**config.mk**
```make
export PLATFORM = sky130hd
export DESIGN_NAME = stream_traffic_gen
export DESIGN_NICKNAME = d
export VERILOG_FILES = /design/src/rtl/stream_tg_pkg.sv /design/src/rtl/lfsr32.sv /design/src/rtl/stream_traffic_gen.sv
export SDC_FILE = /design/constraint.sdc
export NUM_CORES = 1
export LEC_CHECK = 0
export BUFFER_PORTS_ARGS = -buffer_cell sky130_fd_sc_hd__buf_2
export CAP_MARGIN = 20
export CELL_PAD_IN_SITES_DETAIL_PLACEMENT = 0
export CELL_PAD_IN_SITES_GLOBAL_PLACEMENT = 1
export CORE_AREA = 2 2 215 217
export CTS_CLUSTER_SIZE = 20
export DETAILED_ROUTE_END_ITERATION = 7
export DIE_AREA = 0 0 217 219
export PLACE_DENSITY_LB_ADDON = 0.1
export SLEW_MARGIN = 0
export SYNTH_ARGS = -nofsm -noshare
export SYNTH_HDL_FRONTEND = slang
export SYNTH_SLANG_ARGS = --single-unit
```
**constraint.sdc**
```tcl
create_clock -name clk -period 3.9 [get_ports clk]
set_clock_uncertainty 0.05 [all_clocks]
set_input_delay 0.585 -clock clk [delete_from_list [all_inputs] [get_ports clk]]
set_output_delay 0.585 -clock clk [all_outputs]
set_load 0.005 [all_outputs]
```
**src/rtl/stream_tg_pkg.sv**
```systemverilog
// Shared types and LFSR helpers for the stream traffic generator.
// The LFSR is a 32-bit right-shifting Galois form, x^32+x^22+x^2+x+1.
package stream_tg_pkg;

  typedef enum logic [1:0] {
    ST_IDLE = 2'd0,
    ST_SEND = 2'd1,
    ST_GAP  = 2'd2,
    ST_DONE = 2'd3
  } state_t;

  localparam logic [31:0] LFSR_TAPS = 32'h8020_0003;
  localparam int unsigned BEAT_W    = 12;
  localparam int unsigned GAP_W     = 8;

  function automatic logic [31:0] lfsr_next(input logic [31:0] cur);
    return (cur >> 1) ^ (cur[0] ? LFSR_TAPS : 32'h0000_0000);
  endfunction

endpackage

```
**src/rtl/lfsr32.sv**
```systemverilog
// 32-bit payload LFSR with seed load and per-step enable.
import stream_tg_pkg::*;

module lfsr32 (
  input  logic        clk,
  input  logic        rst_n,
  input  logic        en,
  input  logic        load,
  input  logic [31:0] seed,
  output logic [31:0] value
);

  always_ff @(posedge clk) begin
    if (!rst_n || load) begin
      value <= seed;
    end else if (en) begin
      value <= lfsr_next(value);
    end
  end

endmodule

```
**src/rtl/stream_traffic_gen.sv**
```systemverilog
// Packetised streaming traffic generator: runs of num_pkts packets of LFSR payload,
// round-robin stream IDs, optional inter-packet gap and graceful stop.
import stream_tg_pkg::*;

module stream_traffic_gen #(
  parameter int unsigned DATA_WIDTH    = 512,
  parameter int unsigned N_STREAMS     = 4,
  parameter int unsigned BEATS_PER_PKT = 4,
  parameter int unsigned GAP_CYCLES    = 0,
  parameter logic [31:0] LFSR_SEED     = 32'hACE1_0001
) (
  input  logic                  clk,
  input  logic                  rst_n,
  input  logic                  start,
  input  logic                  stop,
  input  logic [15:0]           num_pkts,
  output logic [DATA_WIDTH-1:0] data_out,
  output logic [3:0]            sid_out,
  output logic                  data_valid,
  output logic                  data_last,
  input  logic                  data_ready,
  output logic                  busy,
  output logic                  done,
  output logic [15:0]           pkt_count
);

  localparam int unsigned       LANES     = DATA_WIDTH / 32;
  localparam logic [BEAT_W-1:0] LAST_BEAT = BEAT_W'(BEATS_PER_PKT - 1);
  localparam logic [3:0]        LAST_SID  = 4'(N_STREAMS - 1);
  localparam logic [GAP_W-1:0]  LAST_GAP  = GAP_W'(GAP_CYCLES - 1);

  state_t            state;
  state_t            state_next;
  logic [BEAT_W-1:0] beat_cnt;
  logic [BEAT_W-1:0] beat_nxt;
  logic [GAP_W-1:0]  gap_cnt;
  logic [15:0]       pkts_lat;
  logic              stop_lat;
  logic [31:0]       lfsr_q;
  logic              valid_d;
  logic              last_d;
  logic              busy_d;
  logic              done_d;
  logic              xfer;
  logic              last_xfer;
  logic              start_acc;
  logic              stop_seen;
  logic              run_end;

  assign xfer      = data_valid & data_ready;
  assign last_xfer = xfer & data_last;
  assign start_acc = (state == ST_IDLE) & start;
  assign stop_seen = stop_lat | stop;
  assign run_end   = ((pkt_count + 16'd1) == pkts_lat) | stop_seen;

  always_ff @(posedge clk) begin
    if (!rst_n) begin
      state <= ST_IDLE;
    end else begin
      state <= state_next;
    end
  end

  always_comb begin
    state_next = state;
    case (state)
      ST_IDLE: begin
        if (start) state_next = (num_pkts == 16'd0) ? ST_DONE : ST_SEND;
      end
      ST_SEND: begin
        if (last_xfer) begin
          if (run_end)              state_next = ST_DONE;
          else if (GAP_CYCLES != 0) state_next = ST_GAP;
        end
      end
      ST_GAP: begin
        if (gap_cnt == LAST_GAP) state_next = stop_seen ? ST_DONE : ST_SEND;
      end
      ST_DONE: state_next = ST_IDLE;
      default: state_next = ST_IDLE;
    endcase
  end

  // Next-cycle values of the registered outputs, derived from the next state.
  always_comb begin
    beat_nxt = beat_cnt;
    valid_d  = (state_next == ST_SEND);
    busy_d   = (state_next == ST_SEND) || (state_next == ST_GAP);
    done_d   = (state_next == ST_DONE);
    if (start_acc) begin
      beat_nxt = '0;
    end else if (xfer) begin
      beat_nxt = data_last ? '0 : beat_cnt + BEAT_W'(1);
    end
    last_d = valid_d && (beat_nxt == LAST_BEAT);
  end

  always_ff @(posedge clk) begin
    if (!rst_n) begin
      data_valid <= 1'b0;
      data_last  <= 1'b0;
      busy       <= 1'b0;
      done       <= 1'b0;
      sid_out    <= '0;
      pkt_count  <= '0;
      beat_cnt   <= '0;
      gap_cnt    <= '0;
      pkts_lat   <= '0;
      stop_lat   <= 1'b0;
    end else begin
      data_valid <= valid_d;
      data_last  <= last_d;
      busy       <= busy_d;
      done       <= done_d;
      beat_cnt   <= beat_nxt;
      gap_cnt    <= (state == ST_GAP) ? gap_cnt + GAP_W'(1) : '0;
      if (start_acc) begin
        pkts_lat  <= num_pkts;
        pkt_count <= '0;
        sid_out   <= '0;
        stop_lat  <= 1'b0;
      end else if (last_xfer) begin
        pkt_count <= pkt_count + 16'd1;
        sid_out   <= (sid_out == LAST_SID) ? '0 : sid_out + 4'd1;
      end
      if (((state == ST_SEND) || (state == ST_GAP)) && stop) stop_lat <= 1'b1;
    end
  end

  lfsr32 u_lfsr (
    .clk   (clk),
    .rst_n (rst_n),
    .en    (xfer),
    .load  (1'b0),
    .seed  (LFSR_SEED),
    .value (lfsr_q)
  );

  // Each 32-bit lane carries the LFSR value tagged with its lane index.
  for (genvar k = 0; k < LANES; k++) begin : g_lane
    assign data_out[32*k +: 32] = lfsr_q ^ 32'(k);
  end

endmodule

```
After elaboration in Yosys (flattened, before gate mapping)

Cells that the tools add are included.

Add/subtract/negate cells: 4
Multiplexer cells: 14
Equality and inequality tests: 10
Reduce and logical (&&, ||, !) cells: 9
Bitwise operators: 22

Operator list:

| kind                                                 | count |
|---|---|
| 2-to-1 mux 12 bit                                    | 3 |
| 2-to-1 mux 32 bit                                    | 1 |
| XOR 31 x 32 -> 32 bit                                | 1 |
| adder 16 x 1 -> 16 bit, second input constant        | 1 |
| equality test 16 bit                                 | 1 |
| logical NOT 16 bit                                   | 1 |
| adder 12 x 1 -> 12 bit, second input constant        | 1 |
| equality test 12 x 2 -> 1 bit, second input constant | 1 |
| 2-to-1 mux 2 bit                                     | 6 |
| inverter 2 bit                                       | 6 |
| inverter 3 bit                                       | 4 |
| adder 8 x 1 -> 8 bit, second input constant          | 1 |
| equality test 2 bit, second input constant           | 4 |
| equality test 8 bit, second input constant           | 1 |
| one-hot mux 2 bit (4 select lines)                   | 1 |
| inverter 1 bit                                       | 5 |
| adder 4 x 1 -> 4 bit, second input constant          | 1 |
| equality test 2 x 1 -> 1 bit, second input constant  | 2 |
| equality test 4 x 2 -> 1 bit, second input constant  | 1 |
| 2-to-1 mux 4 bit                                     | 1 |
| inverter 4 bit                                       | 1 |
| AND 1 bit                                            | 3 |
| logical AND 1 bit                                    | 2 |
| logical NOT 2 bit                                    | 1 |
| 6 further kinds                                      | 9 |

Output and inout port bits: 536
Logic and storage cells: 71
Input port bits: 21
Register bits after elaboration: 95

Longest topological paths before layout

Depth in word-level cells: 8
Mapped depth: 11
Gate-level depth less buffers: 10

Hierarchy

A second synthesis with hierarchy kept.

Cell total of the unflattened synthesis: 965
Area total of the unflattened synthesis: 8519.4 um^2

By module, submodules not included:

| module             | area each (um^2) | seq. area each (um^2) | cells each | times used |
|---|---|---|---|---|
| stream_traffic_gen | 6971.7           | 1261.2                | 892        | 1 |
| lfsr32             | 1547.7           | 960.9                 | 73         | 1 |

Least setup slack after synthesis

No wires, ideal clock.

Kind: register to register
Start point: register pkt_count[1]
End point: register data_last
Period minus slack after synthesis: 2.455 ns
Required time: 3.759 ns
Path slack: 1.445 ns
Setup time: 0.091 ns
Arrival: 2.314 ns
Path buffers: 1
Stages on the path, launching flop included: 12
Cells stage by stage: dfxtp_1 -> ha_1 -> clkbuf_1 -> inv_2 -> or3_1 -> xor2_1 -> o2111a_1 -> o2111ai_2 -> and2_1 -> ha_1 -> nand3_1 -> a311oi_1

Word-level cells in the longest chain between the ends: 8

Ends and longest elaborated chain:

| element                            | RTL line                  | text |
|---|---|---|
| from (decl)                        | stream_traffic_gen.sv:24  | `output logic [15:0] pkt_count` |
| from (signal assigned)             | stream_traffic_gen.sv:123 | `pkt_count <= pkt_count + 16'd1;` |
| adder 16 x 1 -> 16 bit             | stream_traffic_gen.sv:54  | `assign run_end = ((pkt_count + 16'd1) == pkts_lat) \| stop_seen;` |
| equality test 16 bit               | stream_traffic_gen.sv:54  |  |
| bitwise OR 1 bit                   | stream_traffic_gen.sv:54  |  |
| 2-to-1 mux 2 bit                   | stream_traffic_gen.sv:72  | `if (run_end) state_next = ST_DONE;` |
| 2-to-1 mux 2 bit                   | stream_traffic_gen.sv:71  | `if (last_xfer) begin` |
| one-hot mux 2 bit (4 select lines) | stream_traffic_gen.sv:66  | `case (state)` |
| equality test 2 x 1 -> 1 bit       | stream_traffic_gen.sv:87  | `valid_d = (state_next == ST_SEND);` |
| net valid_d                        | stream_traffic_gen.sv:40  | `logic valid_d;` |
| logical AND 1 bit                  | stream_traffic_gen.sv:95  | `last_d = valid_d && (beat_nxt == LAST_BEAT);` |
| to (signal assigned)               | stream_traffic_gen.sv:112 | `data_last <= last_d;` |
| to (decl)                          | stream_traffic_gen.sv:20  | `output logic data_last,` |

The timed path passes the listed nets, and every way through them passes these cells.
A chain may end at the register's enable or synchronous reset.

Final worst setup path

Start point: register pkt_count[0]
End point: register data_last

The elaborated chain is that of the path after synthesis.

==> results_dict.tcl <==
set metrics [dict create \
    syn-num-nets 1056 \
    start_kind "register" \
    die_width_um 217 \
    final_nets 1123 \
    synth-async-reset-ratio_pct 0 \
    synth_top_family_by_area "buffers and inverters" \
    required_ns 4.14 \
    cp.arrival_ns 3.09 \
    gp_congestion 0.6970 \
    ys_warn_count 0 \
    synthCells 1026 \
    root_buffer "clkbuf_16" \
    synth_xor_area_share_pct 5.694 \
    cts_setup_buffers 0 \
    cts_buffers 9 \
    grt_first_pass_wirelength_um 38270 \
    htreeDepth 3 \
    peakVddDrop_mv 0.2185 \
    startpoint "pkt_count[0]" \
    use_met1_pct 12.77 \
    synth.distinct_cells 53 \
    vias_per_cell 3.506 \
    yosys.area_share.simple_pct 14.93 \
    hpwl_um 21310 \
    dr_total_vias 5956 \
    end_kind "register" \
    hold_buffers 0 \
    period_needed_ns 2.850 \
    drive_above_1_share_pct 53.92 \
    place_area_mm2 0.008031 \
    antenna_found_initial 1 \
    synthMuxAreaShare_pct 0.1228 \
    synth-compound-area-share_pct 8.425 \
    leakage_nw 4.321 \
    slew-limit-headroom_pct 50.68 \
    netlist_area_mm2 0.008153 \
    finalSetupTns_ns 0 \
    reg2reg_from "pkt_count[0]" \
    cts_tree "done" \
    dr.pass1.iters 4 \
    placedCellCount 1682 \
    synthAdderAreaFrac_pct 1.381 \
    route.detailed.drc 0 \
    clockBufferDepth 2 \
    reg2reg_to "data_last" \
    reg2reg_depth 10 \
    clk_pin_slew_ns 0.08 \
    hold_class "register to register" \
    initial_utilization_pct 18.08 \
    multi_input_area_mm2 0.002495 \
    r2r_slack_ns 1.05 \
    holdWs_ns 0.4157 \
    stdcell_count 1699 \
    fp-row-count 78 \
    clock_sinks 95 \
    crit_type "register to register" \
    synth-seq-area-share_pct 23.33 \
    ys.flop_type "dfxtp_1" \
    pwr_density_cell_mw_per_mm2 375.7 \
    finalSetupViolations 0 \
    drt.antenna.violating_nets 0 \
    syn_avg_cell_area_um2 7.946 \
    avgRoutedWirePerCell_um 16.43 \
    n_fill_cell 5160 \
    drv_cap 0 \
    die_h_um 219 \
    overflow 0 \
    use_met2_pct 20.71 \
    die_area_mm2 0.04752 \
    final_cell_area_mm2 0.008323 \
    clock.fmax_ghz 0.3508 \
    grt_util_all_layers_pct 11.02 \
    grt_max_degree 37 \
    status "finished clean" \
    use_met3_pct 1.843 \
    wirelength_um 27920 \
    cp_max_fo 9 \
    syn_to_final_growth_pct 2.087 \
    worstMarginPinSlew_ns 0.7398 \
    drtIter0Drc 221 \
    regArea_mm2 0.001902 \
    port-buffer-count 556 \
    synth_seq_cells 95 \
    grt_pass1_vias 5199 \
    post-route-period-util_pct 73.09 \
    clk_latency_ns 0.38 \
    drv_slew 0 \
    synth_edf_count 0 \
    gr-max-usage-layer "met2" \
    ioPinCount 557 \
    endpoint "data_last" \
    cts-resized-gates 0 \
    rsz0062_at_grt "false" \
    core_area_mm2 0.04509 \
    hold_violations 0 \
]
-- worst max-delay path, stage by stage, from the launching register on --
cell,delay [ns]
dfxtp_1,0.56
ha_1,0.42
inv_2,0.13
o41a_1,0.43
a211oi_1,0.22
a211oi_1,0.08
o2111ai_2,0.24
and2_1,0.17
ha_1,0.16
nand3_1,0.08
a311oi_1,0.21
-- Yosys cell counts (all sizes together) (3+ instances only) --
cell	n	area share (%)
and3	8	0.61
or3	8	0.61
nand2	121	5.6
buf	485	45
a21boi	40	3.7
xnor2	35	3.8
xor2	18	1.9
nand3	26	1.6
inv	13	0.60
dfxtp	95	23
o21ai	11	0.68
nor3b	3	0.28
and2	7	0.54
a211oi	3	0.28
nor2b	4	0.31
nand4	11	1.1
a21oi	15	0.92
nor4	5	0.75
nor3	12	0.74
ha	9	1.4
nor2	43	2.0
clkbuf	22	1.0
-- where the power goes --
| part | switching (W) | internal [W] |
|---|---|---|
| registers | 0.000161 | 0.00105 |
| clock network | 0.000487 | 0.000462 |
| logic | 0.000537 | 0.000429 |
| total | 0.00119 | 0.00194 |
-- worst min-delay path by stage --
stage          depth (start not counted)  slack [ns]           to         from
5_1_grt                                3        0.42  pkts_lat[7]  num_pkts[7]
3_3_place_gp                           1        0.39   gap_cnt[0]   gap_cnt[0]
2_1_floorplan                          1        0.38   gap_cnt[0]   gap_cnt[0]
6_report                               1        0.42   gap_cnt[0]   gap_cnt[0]
3_5_place_dp                           1        0.41   gap_cnt[0]   gap_cnt[0]
4_1_cts                                3        0.40  pkts_lat[8]  num_pkts[8]
-- cell families (layout without fill, tap and decap cells) --
kind of cell               after synthesis  count (layout)
adders and majority gates                9               9
xor gates and xnor gates                53              53
muxes                                    1               1
other                                    0               1
AOI/OAI and AO/OA                       91              91
buffers and inverters                  520             592
and+or+nand+nor                        257             257
DFF                                     95              95
-- through the flow --
step | total power [W] | utilization, % | setup WS [ns]
after floorplan | 0.002084 | - | 1.445
after global placement | 0.002268 | 17.81 | 1.128
after detailed placement | 0.002250 | 17.81 | 1.046
after CTS | 0.003246 | 18.45 | 1.015
after global routing | 0.003362 | 18.45 | 0.7691
final | 0.003127 | 18.46 | 1.050
-- registers in the layout, indices dropped and copies added (netlist names) --
name          count
beat_cnt         12
busy              1
data_last         1
data_valid        1
done              1
gap_cnt           8
pkt_count        16
pkts_lat         16
sid_out           4
state             2
stop_lat          1
u_lfsr.value     32
-- routing by layer --
| metal | vias to the layer above | part of all wire, % |
|---|---|---|
| met3 | 17 | 4.7 |
| met2 | 238 | 54 |
| met5 | - | 0.025 |
| met1 | 2758 | 40 |
| li1 | 2941 | - |
| met4 | 2 | 1.2 |
-- cell type report --
class / instances / area share [%]
Tap cell: 600 / 9.020
Clock buffer: 10 / 2.871
Multi-Input combinational cell: 411 / 29.98
Timing Repair Buffer: 563 / 34.06
Inverter: 13 / 0.5863
Sequential cell: 95 / 22.85
Antenna cell: 1 / 0.03007
Clock inverter: 6 / 0.6013
-- layout by cell type, fill, tap and decap left out, types with 3 or more instances in the layout --
cell type | Yosys | layout
xor2_1 | 18 | 18
nor4_1 | 3 | 3
buf_4 | 478 | 7
nor2_1 | 43 | 43
a21oi_1 | 15 | 15
and2_1 | 7 | 6
clkbuf_16 | 0 | 9
nand4_1 | 8 | 8
dfxtp_1 | 95 | 95
buf_2 | 5 | 556
a21boi_0 | 38 | 38
a211oi_1 | 3 | 3
nor3_1 | 12 | 12
o21ai_0 | 11 | 11
ha_1 | 9 | 9
xnor2_1 | 35 | 35
inv_1 | 12 | 12
inv_6 | 0 | 3
nand3_1 | 26 | 26
nor2b_1 | 4 | 4
nand4_2 | 3 | 3
nand2_1 | 121 | 120
and3_1 | 8 | 8
nor3b_1 | 3 | 3
or3_1 | 8 | 8
Power figures use the tool's default switching activity.
